[src/rtl/vga_alarm_pkg.sv]
// Shared timing constants, colour words, alarm codes and FSM states for the VGA alarm decoder.
package vga_alarm_pkg;

   localparam int H_SYNC        = 96;
   localparam int H_BP          = 48;
   localparam int V_SYNC        = 2;
   localparam int V_BP          = 33;
   localparam int H_TOTAL       = 800;
   localparam int V_TOTAL       = 525;
   localparam int SAMPLE_H      = H_SYNC + H_BP + 320;
   localparam int SAMPLE_V      = V_SYNC + V_BP + 240;
   localparam int LOCK_FRAMES   = 2;
   localparam int STABLE_FRAMES = 3;

   // Colour words are {R1R0, G1G0, B1B0}
   localparam logic [5:0] COL_BLACK   = 6'b000000;
   localparam logic [5:0] COL_WHITE   = 6'b111111;
   localparam logic [5:0] COL_YELLOW  = 6'b111100;
   localparam logic [5:0] COL_MAGENTA = 6'b110011;

   typedef enum logic [2:0] {
      ALM_IDLE      = 3'd0,
      ALM_TEMP      = 3'd1,
      ALM_WINDOW    = 3'd2,
      ALM_INTRUSION = 3'd3,
      ALM_UNKNOWN   = 3'd4
   } alarm_code_e;

   typedef enum logic [1:0] {
      SEARCH = 2'd0,
      TRACK  = 2'd1,
      LOCKED = 2'd2
   } sync_state_e;

   function automatic alarm_code_e decode_colour(input logic [5:0] word);
      case (word)
         COL_WHITE:   return ALM_TEMP;
         COL_YELLOW:  return ALM_WINDOW;
         COL_MAGENTA: return ALM_INTRUSION;
         COL_BLACK:   return ALM_IDLE;
         default:     return ALM_UNKNOWN;
      endcase
   endfunction

endpackage

[src/rtl/vga_alarm_decoder_if.sv]
// VGA input bus plus decoded alarm status; lost_cnt exists only with LOCK_LOSS_CNT_EN.
interface vga_alarm_decoder_if;
   import vga_alarm_pkg::*;

   logic [7:0]  vga_in;
   logic        locked;
   logic        alarm_valid;
   alarm_code_e alarm_code;
   logic        code_change;

`ifdef LOCK_LOSS_CNT_EN
   logic [7:0]  lost_cnt;

   modport master (output vga_in, input locked, alarm_valid, alarm_code, code_change, lost_cnt);
   modport slave  (input vga_in, output locked, alarm_valid, alarm_code, code_change, lost_cnt);
`else
   modport master (output vga_in, input locked, alarm_valid, alarm_code, code_change);
   modport slave  (input vga_in, output locked, alarm_valid, alarm_code, code_change);
`endif

endinterface

[src/rtl/vga_sync_tracker.sv]
// Registers the VGA bus, measures line/frame timing against the expected totals and runs the lock FSM.
module vga_sync_tracker
   import vga_alarm_pkg::*;
#(
   parameter int H_TOTAL     = vga_alarm_pkg::H_TOTAL,
   parameter int V_TOTAL     = vga_alarm_pkg::V_TOTAL,
   parameter int SAMPLE_H    = vga_alarm_pkg::SAMPLE_H,
   parameter int SAMPLE_V    = vga_alarm_pkg::SAMPLE_V,
   parameter int LOCK_FRAMES = vga_alarm_pkg::LOCK_FRAMES
) (
   input  logic       clk,
   input  logic       rst_n,
   input  logic [7:0] vga_i,
   output logic       locked_o,
   output logic       sample_strobe_o,
   output logic       lock_lost_o,
   output logic [5:0] sample_word_o
);
   localparam logic [9:0] H_LAST  = 10'(H_TOTAL - 1);
   localparam logic [9:0] V_LAST  = 10'(V_TOTAL - 1);
   localparam logic [9:0] SMP_H   = 10'(SAMPLE_H);
   localparam logic [9:0] SMP_V   = 10'(SAMPLE_V);
   localparam logic [1:0] LOCK_N  = 2'(LOCK_FRAMES);
   localparam logic [9:0] CNT_MAX = 10'h3FF;

   logic [1:0]  sync_q, sync_prev_q;
   logic [5:0]  pix_q;
   logic [9:0]  hcnt_q, hcnt_d, vcnt_q, vcnt_d;
   logic        bad_line_q, bad_line_d;
   logic [1:0]  good_q, good_d;
   sync_state_e state_q, state_d;
   logic        hs_fall, vs_fall, line_bad, frame_good, lose;

   // Stage 0: input register; syncs reset to their idle level so no false edge follows reset
   always_ff @(posedge clk or negedge rst_n) begin
      if (!rst_n) begin
         sync_q      <= 2'b11;
         sync_prev_q <= 2'b11;
      end else begin
         sync_q      <= {vga_i[7], vga_i[3]};
         sync_prev_q <= sync_q;
      end
   end

   always_ff @(posedge clk) pix_q <= {vga_i[0], vga_i[4], vga_i[1], vga_i[5], vga_i[2], vga_i[6]};

   assign hs_fall    = sync_prev_q[1] & ~sync_q[1];
   assign vs_fall    = sync_prev_q[0] & ~sync_q[0];
   assign line_bad   = hs_fall && (hcnt_q != H_LAST);
   assign frame_good = (vcnt_q == V_LAST) && !bad_line_q && !line_bad;
   assign lose       = (state_q == LOCKED) &&
                       (line_bad || (vs_fall && !frame_good) || hcnt_q == CNT_MAX || vcnt_q == CNT_MAX);

   always_comb begin
      hcnt_d     = (hcnt_q == CNT_MAX) ? hcnt_q : hcnt_q + 10'd1;
      vcnt_d     = vcnt_q;
      bad_line_d = bad_line_q | line_bad;
      if (hs_fall) begin
         hcnt_d = '0;
         if (vcnt_q != CNT_MAX) vcnt_d = vcnt_q + 10'd1;
      end
      // vsync wins over a coincident hsync so each frame starts counting from zero
      if (vs_fall) begin
         vcnt_d     = '0;
         bad_line_d = 1'b0;
      end
   end

   always_comb begin
      state_d = state_q;
      good_d  = good_q;
      case (state_q)
         SEARCH: if (vs_fall) begin
            state_d = TRACK;
            good_d  = '0;
         end
         TRACK: if (vs_fall) begin
            if (!frame_good)                good_d = '0;
            else if (good_q + 2'd1 == LOCK_N) begin
               state_d = LOCKED;
               good_d  = '0;
            end else                        good_d = good_q + 2'd1;
         end
         LOCKED: if (lose) state_d = SEARCH;
         default: state_d = SEARCH;
      endcase
   end

   // Stage 1: counters and lock state
   always_ff @(posedge clk or negedge rst_n) begin
      if (!rst_n) begin
         hcnt_q     <= '0;
         vcnt_q     <= '0;
         bad_line_q <= 1'b0;
         good_q     <= '0;
         state_q    <= SEARCH;
      end else begin
         hcnt_q     <= hcnt_d;
         vcnt_q     <= vcnt_d;
         bad_line_q <= bad_line_d;
         good_q     <= good_d;
         state_q    <= state_d;
      end
   end

   assign locked_o        = (state_q == LOCKED);
   assign sample_strobe_o = (state_q == LOCKED) && (hcnt_q == SMP_H) && (vcnt_q == SMP_V) && !lose;
   assign lock_lost_o     = lose;
   assign sample_word_o   = pix_q;

endmodule

[src/rtl/vga_alarm_decoder.sv]
// Decodes the centre-pixel colour of a locked VGA stream into a debounced alarm code.
// Optional LOCK_LOSS_CNT_EN adds a saturating count of lock losses on lost_cnt.
module vga_alarm_decoder
   import vga_alarm_pkg::*;
#(
   parameter int H_TOTAL       = vga_alarm_pkg::H_TOTAL,
   parameter int V_TOTAL       = vga_alarm_pkg::V_TOTAL,
   parameter int SAMPLE_H      = vga_alarm_pkg::SAMPLE_H,
   parameter int SAMPLE_V      = vga_alarm_pkg::SAMPLE_V,
   parameter int LOCK_FRAMES   = vga_alarm_pkg::LOCK_FRAMES,
   parameter int STABLE_FRAMES = vga_alarm_pkg::STABLE_FRAMES
) (
   input logic                clk,
   input logic                rst_n,
   vga_alarm_decoder_if.slave bus_if
);
   localparam logic [1:0] STABLE_N = 2'(STABLE_FRAMES);

   logic        locked, sample_strobe, lock_lost;
   logic [5:0]  sample_word;
   alarm_code_e dec, cand_code_q, cand_code_d, code_q, code_d;
   logic [1:0]  cand_cnt_q, cand_cnt_d;
   logic        valid_q, valid_d, change_q, change_d;

   vga_sync_tracker #(
      .H_TOTAL    (H_TOTAL),
      .V_TOTAL    (V_TOTAL),
      .SAMPLE_H   (SAMPLE_H),
      .SAMPLE_V   (SAMPLE_V),
      .LOCK_FRAMES(LOCK_FRAMES)
   ) u_tracker (
      .clk            (clk),
      .rst_n          (rst_n),
      .vga_i          (bus_if.vga_in),
      .locked_o       (locked),
      .sample_strobe_o(sample_strobe),
      .lock_lost_o    (lock_lost),
      .sample_word_o  (sample_word)
   );

   assign dec = decode_colour(sample_word);

   always_comb begin
      cand_code_d = cand_code_q;
      cand_cnt_d  = cand_cnt_q;
      valid_d     = valid_q;
      code_d      = code_q;
      change_d    = 1'b0;
      // Lock loss drops validity but deliberately keeps the last published code
      if (lock_lost) begin
         cand_code_d = ALM_IDLE;
         cand_cnt_d  = '0;
         valid_d     = 1'b0;
      end else if (sample_strobe) begin
         if (dec == cand_code_q) begin
            if (cand_cnt_q != 2'd3) cand_cnt_d = cand_cnt_q + 2'd1;
         end else begin
            cand_code_d = dec;
            cand_cnt_d  = 2'd1;
         end
         if (cand_cnt_d == STABLE_N) begin
            valid_d = 1'b1;
            if (cand_code_d != code_q) begin
               code_d   = cand_code_d;
               change_d = 1'b1;
            end
         end
      end
   end

   // Stage 2: debounce state and published status
   always_ff @(posedge clk or negedge rst_n) begin
      if (!rst_n) begin
         cand_code_q <= ALM_IDLE;
         cand_cnt_q  <= '0;
         valid_q     <= 1'b0;
         code_q      <= ALM_IDLE;
         change_q    <= 1'b0;
      end else begin
         cand_code_q <= cand_code_d;
         cand_cnt_q  <= cand_cnt_d;
         valid_q     <= valid_d;
         code_q      <= code_d;
         change_q    <= change_d;
      end
   end

   assign bus_if.locked      = locked;
   assign bus_if.alarm_valid = valid_q;
   assign bus_if.alarm_code  = code_q;
   assign bus_if.code_change = change_q;

`ifdef LOCK_LOSS_CNT_EN
   logic [7:0] lost_cnt_q;

   always_ff @(posedge clk or negedge rst_n) begin
      if (!rst_n)                                lost_cnt_q <= '0;
      else if (lock_lost && lost_cnt_q != 8'hFF) lost_cnt_q <= lost_cnt_q + 8'd1;
   end

   assign bus_if.lost_cnt = lost_cnt_q;
`endif

endmodule

[src/flat_wrapper.sv]
// flat-port wrapper written by rule: the top's interface ports become plain ports
module vga_alarm_decoder_flat import vga_alarm_pkg::*;
#(
   parameter int H_TOTAL       = vga_alarm_pkg::H_TOTAL,
   parameter int V_TOTAL       = vga_alarm_pkg::V_TOTAL,
   parameter int SAMPLE_H      = vga_alarm_pkg::SAMPLE_H,
   parameter int SAMPLE_V      = vga_alarm_pkg::SAMPLE_V,
   parameter int LOCK_FRAMES   = vga_alarm_pkg::LOCK_FRAMES,
   parameter int STABLE_FRAMES = vga_alarm_pkg::STABLE_FRAMES
)
  (clk, rst_n, bus_if_vga_in, bus_if_locked, bus_if_alarm_valid, bus_if_alarm_code, bus_if_code_change);
  vga_alarm_decoder_if bus_if_i ();
  input logic clk;
  input logic rst_n;
  input wire logic [$bits(bus_if_i.vga_in)-1:0] bus_if_vga_in;
  output wire logic [$bits(bus_if_i.locked)-1:0] bus_if_locked;
  output wire logic [$bits(bus_if_i.alarm_valid)-1:0] bus_if_alarm_valid;
  output wire logic [$bits(bus_if_i.alarm_code)-1:0] bus_if_alarm_code;
  output wire logic [$bits(bus_if_i.code_change)-1:0] bus_if_code_change;
  assign bus_if_i.vga_in = bus_if_vga_in;
  assign bus_if_locked = bus_if_i.locked;
  assign bus_if_alarm_valid = bus_if_i.alarm_valid;
  assign bus_if_alarm_code = bus_if_i.alarm_code;
  assign bus_if_code_change = bus_if_i.code_change;
  vga_alarm_decoder #(.H_TOTAL(H_TOTAL), .V_TOTAL(V_TOTAL), .SAMPLE_H(SAMPLE_H), .SAMPLE_V(SAMPLE_V), .LOCK_FRAMES(LOCK_FRAMES), .STABLE_FRAMES(STABLE_FRAMES)) u_core (.clk(clk), .rst_n(rst_n), .bus_if(bus_if_i));
endmodule
[config.mk]
export PLATFORM = sky130hd
export DESIGN_NAME = vga_alarm_decoder_flat
export DESIGN_NICKNAME = d
export VERILOG_FILES = /design/src/rtl/vga_alarm_pkg.sv /design/src/rtl/vga_alarm_decoder_if.sv /design/src/rtl/vga_sync_tracker.sv /design/src/rtl/vga_alarm_decoder.sv /design/src/flat_wrapper.sv
export SDC_FILE = /design/constraint.sdc
export NUM_CORES = 1
export LEC_CHECK = 0
export CELL_PAD_IN_SITES_DETAIL_PLACEMENT = 1
export CELL_PAD_IN_SITES_GLOBAL_PLACEMENT = 2
export CORE_MARGIN = 2
export CORE_UTILIZATION = 32
export CTS_BUF_LIST = sky130_fd_sc_hd__clkbuf_8
export DETAILED_ROUTE_END_ITERATION = 10
export PLACE_DENSITY_LB_ADDON = 0.1
export SLEW_MARGIN = 20
export SYNTH_ARGS = -nofsm -noshare
export SYNTH_HDL_FRONTEND = slang
export SYNTH_SLANG_ARGS = --single-unit
[constraint.sdc]
create_clock -name clk -period 2.85 [get_ports clk]
set_clock_uncertainty 0.2 [all_clocks]
set_input_delay 0.57 -clock clk [delete_from_list [all_inputs] [get_ports clk]]
set_output_delay 0.57 -clock clk [all_outputs]
set_load 0.05 [all_outputs]
==> out/metrics.cfg <==
[sta]
timing.final.crit_period_ns = 2.584
tns_ns = 0
fmax_mhz = 387.1
max_slew_margin_pct = 39.71
setup_slack_ns = 0.2664
rsz0062_at_grt = false
tightest_slew_ns = 0.9043
fin_crit_sh_pct = 90.65
drv_slew = 0
setup_viol = 0
final_hold_viol_count = 0

[floorplanning]
start_util_pct = 33.15
die_area_um2 = 7725
die_h_um = 87.89
die_x_um = 87.89
boundaryPins = 16
rows = 30
core_area_um2 = 6794

[final_layout]
stdcell_count = 329
diodes = 0
fin_util_pct = 38.42
nets = 246
fillers = 778
ff_latch_area_um2 = 1101
syn2layout_area_growth_pct = 15.89
multi_input_area_um2 = 1095
layout-drive-gt1-share_pct = 14.59

[synthesis]
synth.top_cells.by_area = dfrtp_1, dfxtp_1, dfstp_2
synth_cell_types = 50
synth_seq_cells = 45
synth_area_um2 = 2252
syn_inst = 213
synth_area_per_cell_um2 = 10.57
yosys_warnings = 0
syn_nets = 227
ys.flop_type = dfrtp_1
ys_seq_area_share_pct = 48.89
ys_top_cells_by_count = dfrtp_1, nor2_1, nand2_1
yosysMostFrequentCell = dfrtp_1
synthArstFlopShare_pct = 86.67
synth_top_area_share_pct = 38.89
synth_top_cell_by_area = dfrtp_1
synth-edff-count = 0

[route]
drc_errors = 0
num_vias = 1634
wl_per_cell_um = 15.23
first_iter_violations = 46
drt.antenna.violating_nets = 0
firstDrtPassIters = 4
via_per_inst = 4.967
detail_route.wirelength_um = 5011

[grt]
grt_pass1_vias = 1745
grt_use_total_pct = 14.59
grt_max_degree = 40
gr-total-overflow = 0
grt_pass1_wl_um = 8728
antenna_found_initial = 0

[pwr]
p_int_uw = 990.1
p_per_area_nw_per_um2 = 505.1
clkPwrFrac_pct = 35.5
switching_share_pct = 24.89
total_power_uw = 1318
comb_power_share_pct = 10.4
leakagePower_uw = 0.001113
vdd_drop_max_v = 0.0002139
seqPwrFrac_pct = 54.1
switchingPower_uw = 328.1

[clocking]
cts.clk_slew.worst_paths_ns = 0.09
cts.htree.levels = 2
clk_latency_ns = 0.30
cts.sinks = 45
cts_tree = done
clock_path_buffers = 2
holdBufCountCts = 0
numCtsBuffers = 5
postCtsSetupBuffers = 0
cts_resized = 0
root_buffer = clkbuf_8

[placement]
hpwl_um = 3852
place.gp.congestion = 0.7652
pre_cts_ws_ns = 0.4314
portBuffers = 15
dp_cells = 321

[job]
drv_cap = 0

[worst_setup_path]
criticalPathCategory = flop to output port
crit_path_start_kind = flop
worstPathArrival_ns = 1.81
worstPathRequired_ns = 2.08
critPathMaxFanout = 4
critPathCaptureType = output port

[hold_path]
hold_path_class = input port to async pin

[outcome]
outcome = completed

==> cells in the final DEF (no fill, tap or decap), types with 2 or more instances in the layout <==
cell type,instances
xor2_1,12
nor2b_1,4
ha_1,4
dfxtp_1,6
nor4b_1,2
nor4b_2,2
clkbuf_8,5
nor2_1,27
inv_1,10
nand2_1,15
dfrtp_1,35
a31oi_1,2
dfstp_2,4
o31a_1,2
nand2b_1,4
a21oi_1,10
mux2_4,3
nor4bb_1,2
xnor2_1,9
nand3_1,11
a311oi_1,2
nand4_1,5
clkdlybuf4s50_1,14
nor3_2,3
nand4_2,2
o21ai_0,5
and3_1,6
==> stage by stage <==
stage | area [um^2] | hold WS [ns]
floorplan | 2252 | 0.07441
global placement | 2502 | 0.1603
detailed placement | 2502 | 0.1661
CTS | 2610 | 0.1787
global route | 2610 | 0.1838
finish | 2610 | 0.1779
==> flip-flops by register name, indices dropped and copies added, names as in the netlist, 2 cells and up <==
signal and flops:
u_core.cand_code_q 3, u_core.cand_cnt_q 2, u_core.u_tracker.sample_word_o 6, u_core.u_tracker.state_q 2, u_core.bus_if.alarm_code 3, u_core.u_tracker.vcnt_q 10
u_core.u_tracker.hcnt_q 10, u_core.u_tracker.sync_q 2, u_core.u_tracker.good_q 2, u_core.u_tracker.sync_prev_q 2
==> cell families (layout without fill, tap and decap cells) <==
kind of cell,count (synthesis),after routing,synth area share [%]
adders and majority gates,4,4,2.222
muxes,5,5,2.944
and+or+nand+nor,96,96,25.78
buffers and inverters,13,33,2.500
xor gates and xnor gates,22,22,8.889
DFF,45,45,48.89
AOI/OAI and AO/OA,28,28,8.778
==> power groups by stage <==
stage	combinational (uW)	sequential (uW)	clock, uW
after floorplan	92.5	715	0
after global routing	162	721	511
after detailed placement	142	726	0
after global placement	136	721	0
after CTS	143	713	488
final	138	713	467
==> final timing paths <==
path                       slack, ns                              end  cells after the start                         from
setup / recovery                0.27                    bus_if_locked                      2  u_core.u_tracker.state_q[0]
min in group clk                0.18  u_core.u_tracker.sync_prev_q[0]                      0   u_core.u_tracker.sync_q[0]
hold reg to reg                 0.18  u_core.u_tracker.sync_prev_q[0]                      0   u_core.u_tracker.sync_q[0]
hold / removal                  0.18        u_core.bus_if.alarm_valid                      1                        rst_n
max in group asynchronous       1.68       u_core.u_tracker.vcnt_q[6]                      1                        rst_n
setup reg to reg                0.45      u_core.bus_if.alarm_code[2]                      6   u_core.u_tracker.hcnt_q[3]
==> worst max-delay path: stages (launching register included) <==
cell	delay [ns]
dfrtp_1	0.41
and2b_1	0.29
clkdlybuf4s50_1	0.83
==> metal layers <==
layer	track usage (%)	vias up	share of wire [%]
met1	17.61	822	44
met3	2.828	7	2.3
met2	26.10	20	52
met4	4.615	0	1.3
met5	0	-	0
li1	-	785	-
==> cell type report <==
type / count / share of cell area, %
tap: 96 / 4.602
clock buffer: 5 / 2.637
inverter: 9 / 1.294
clock inverter: 3 / 1.486
sequential: 45 / 42.19
timing repair buffer: 16 / 5.849
multi-input combinational: 155 / 41.95
(Power assumes the default switching activity.)
==> RTL edit: new RTL, config.mk and constraints unchanged <==
Encoding of `sync_state_e`: now one-hot (3 bits for 3 states).
--- a/src/rtl/vga_alarm_pkg.sv
+++ b/src/rtl/vga_alarm_pkg.sv
@@ -28,6 +28,6 @@
 
-   typedef enum logic [1:0] {
-      SEARCH = 2'd0,
-      TRACK  = 2'd1,
-      LOCKED = 2'd2
+   typedef enum logic [2:0] {
+      SEARCH = 3'b001,
+      TRACK  = 3'b010,
+      LOCKED = 3'b100
    } sync_state_e;
Check against the original RTL: no difference found for any inputs over 10 cycles, from zero or initial values and one cycle with rst_n low; not proved beyond that.
==> RTL edit against the unedited design <==
Register-to-register slack got worse by 0.32 ns. Non-clock buffer count up 11. Critical path depth increased by 5. Setup slack lost 0.14 ns. Clock power increased by 6.9%. Routed wire length grew 5.0%. Die area increased by 2.2%. Sequential power increased by 3.8%. Sequential cell count rose by 1. Final area is 6.0% higher. Area after synthesis rose by 2.3%. Count of clock-buffer cells in the layout grew 1. Power grew 6.9%. Critical path type is now reg -> reg. Largest cell class is now multi-input combinational cells.
==> RTL edit: results (changes against the unedited design) <==
\begin{tabular}{lr}
\hline
Metric & Value \\
\hline
\multicolumn{2}{l}{\textbf{Placement}} \\
\quad Final GP Congestion & 0.750 (-2.0\%) \\
\quad Placed Instances & 349 (+8.7\%) \\
\quad Post-Place Worst Slack & 0.104 ns (-0.327 ns) \\
\quad Hpwl dp & 3950 µm (+2.6\%) \\
\multicolumn{2}{l}{\textbf{Yosys}} \\
\quad Unique masters post-synth & 51 (+2.0\%) \\
\quad Proportion of synthesized flip-flops having asynchronous set or reset & 87.0\% (+0.29 points) \\
\quad Gate Count Post-Synth & 231 (+8.5\%) \\
\quad Most frequent cells after synthesis & sky130\_fd\_sc\_hd\_\_dfrtp\_1, sky130\_fd\_sc\_hd\_\_nor2\_1, sky130\_fd\_sc\_hd\_\_nand2\_1 \\
\quad Sequential area share after synthesis & 48.9\% (+0.052 points) \\
\quad Number of nets in the synthesized netlist & 245 (+7.9\%) \\
\quad Most area-consuming cells after synthesis & sky130\_fd\_sc\_hd\_\_dfrtp\_1, sky130\_fd\_sc\_hd\_\_dfstp\_2, sky130\_fd\_sc\_hd\_\_dfxtp\_1, sky130\_fd\_sc\_hd\_\_nor2\_1, sky130\_fd\_sc\_hd\_\_xnor2\_1 \\
\multicolumn{2}{l}{\textbf{GRT}} \\
\quad Combined global-route utilization of all metal layers & 15.1\% (+0.56 points) \\
\quad First-pass GRT wire length & 9140 µm (+4.7\%) \\
\quad Number of global-route vias before repair & 1878 (+7.6\%) \\
\multicolumn{2}{l}{\textbf{Setup path}} \\
\quad Critical path arrival & 2.72 ns (+0.91 ns) \\
\quad Worst-path fanout max & 3 (-1) \\
\multicolumn{2}{l}{\textbf{Run status}} \\
\quad Run status & finished, final reports clean \\
\multicolumn{2}{l}{\textbf{CTS}} \\
\quad Clock Pin Slew Worst Setup and Hold Paths & 0.09 ns (about the same) \\
\quad Root Driver & sky130\_fd\_sc\_hd\_\_clkbuf\_8 \\
\multicolumn{2}{l}{\textbf{Timing}} \\
\quad Final setup violation count & 0 (unchanged) \\
\quad Headroom to the max-slew limit & 41.2\% (+1.5 points) \\
\multicolumn{2}{l}{\textbf{Cells and area}} \\
\quad Final Net Count & 275 (+12\%) \\
\quad Layout fillers & 809 (+4.0\%) \\
\quad Antenna cell count & 0 (unchanged) \\
\quad Non-filler instance count after layout & 358 (+8.8\%) \\
\multicolumn{2}{l}{\textbf{Pwr}} \\
\quad Peak ir drop on the vdd network & 0.225 mV (+5.1\%) \\
\quad Static Leak & 1.11 nW (-0.68\%) \\
\multicolumn{2}{l}{\textbf{Detailed routing}} \\
\quad Via Count & 1801 (+10\%) \\
\quad Routed wire length & 5260 µm (+5.0\%) \\
\quad Number of DRC violations after detailed-routing iteration 0 & 81 (+76\%) \\
\multicolumn{2}{l}{\textbf{Min path}} \\
\quad Hold Path Class & reg -> reg \\
\hline
\end{tabular}
RTL edit: repair_timing:
action / CTS / global route
gates resized for setup: 0 / 2
setup buffers: 0 / 1
endpoints found under the setup margin: 0 / 5
RTL edit: area by class of cell:
type,count,area share (%)
Sequential cell,46,40.7
Multi-Input combinational cell,172,41.1
Tap cell,96,4.34
Clock buffer,6,2.98
Timing Repair Buffer,27,8.41
Inverter,9,1.22
Clock inverter,2,1.22
RTL edit: path summary, 6_finish.rpt:
check | start | cells after the start | end | slack, ns
max reg2reg | u_core.u_tracker.vcnt_q[0]$_DFFE_PN0P_ | 7 | u_core.u_tracker.state_q[1]$_DFFE_PN0P_ | 0.13
max | u_core.u_tracker.vcnt_q[0]$_DFFE_PN0P_ | 7 | u_core.u_tracker.state_q[1]$_DFFE_PN0P_ | 0.13
max in group asynchronous | rst_n | 2 | u_core.u_tracker.sync_q[0]$_DFF_PN1_ | 1.60
min in group asynchronous | rst_n | 1 | u_core.u_tracker.hcnt_q[5]$_DFFE_PN0P_ | 0.19
min | u_core.u_tracker.sync_q[1]$_DFF_PN1_ | 0 | u_core.u_tracker.sync_prev_q[1]$_DFF_PN1_ | 0.18
min reg2reg | u_core.u_tracker.sync_q[1]$_DFF_PN1_ | 0 | u_core.u_tracker.sync_prev_q[1]$_DFF_PN1_ | 0.18
RTL edit: per-layer routing:
metal | vias up | part of all wire, % | global-route usage, %
met4 | 0 | 1.4 | 4.68
met5 | - | 0 | 0
li1 | 878 | - | -
met3 | 9 | 2.5 | 2.99
met2 | 19 | 47 | 24.1
met1 | 895 | 49 | 20.8
RTL edit: logic make-up after synthesis:
kind of cell             after synthesis  share of synthesized area (%)
AO/OA/AOI/OAI                         37                           12.1
XOR/XNOR                              19                           7.22
adder cells (fa/ha/maj)                4                           2.17
buffers and inverters                 13                           2.12
flip-flops                            46                           48.9
multiplexers                           3                           1.52
AND/OR/NAND/NOR                      109                           26.0
RTL edit: metrics by stage:
step	area, µm²	hold slack [ns]	setup TNS, ns
6_report	2770	0.178	0
5_1_grt	2770	0.186	-0.000235
4_1_cts	2750	0.180	0
3_5_place_dp	2630	0.167	0
3_3_place_gp	2630	0.162	0
2_1_floorplan	2300	0.0744	0
RTL edit: critical path: stages, from the launching register on:
cell,delay (ns)
sky130_fd_sc_hd__dfrtp_1,0.40
sky130_fd_sc_hd__inv_1,0.10
sky130_fd_sc_hd__ha_1,0.14
sky130_fd_sc_hd__or4b_1,0.47
sky130_fd_sc_hd__or4_1,0.60
sky130_fd_sc_hd__nor4b_1,0.44
sky130_fd_sc_hd__o22a_1,0.22
sky130_fd_sc_hd__nor2_1,0.04
RTL edit: power by group:
part / switching, mW / internal, mW / leakage (nW)
sequential: 0.0451 / 0.695 / 0.582
combinational: 0.0934 / 0.0772 / 0.461
clock: 0.217 / 0.282 / 0.0626
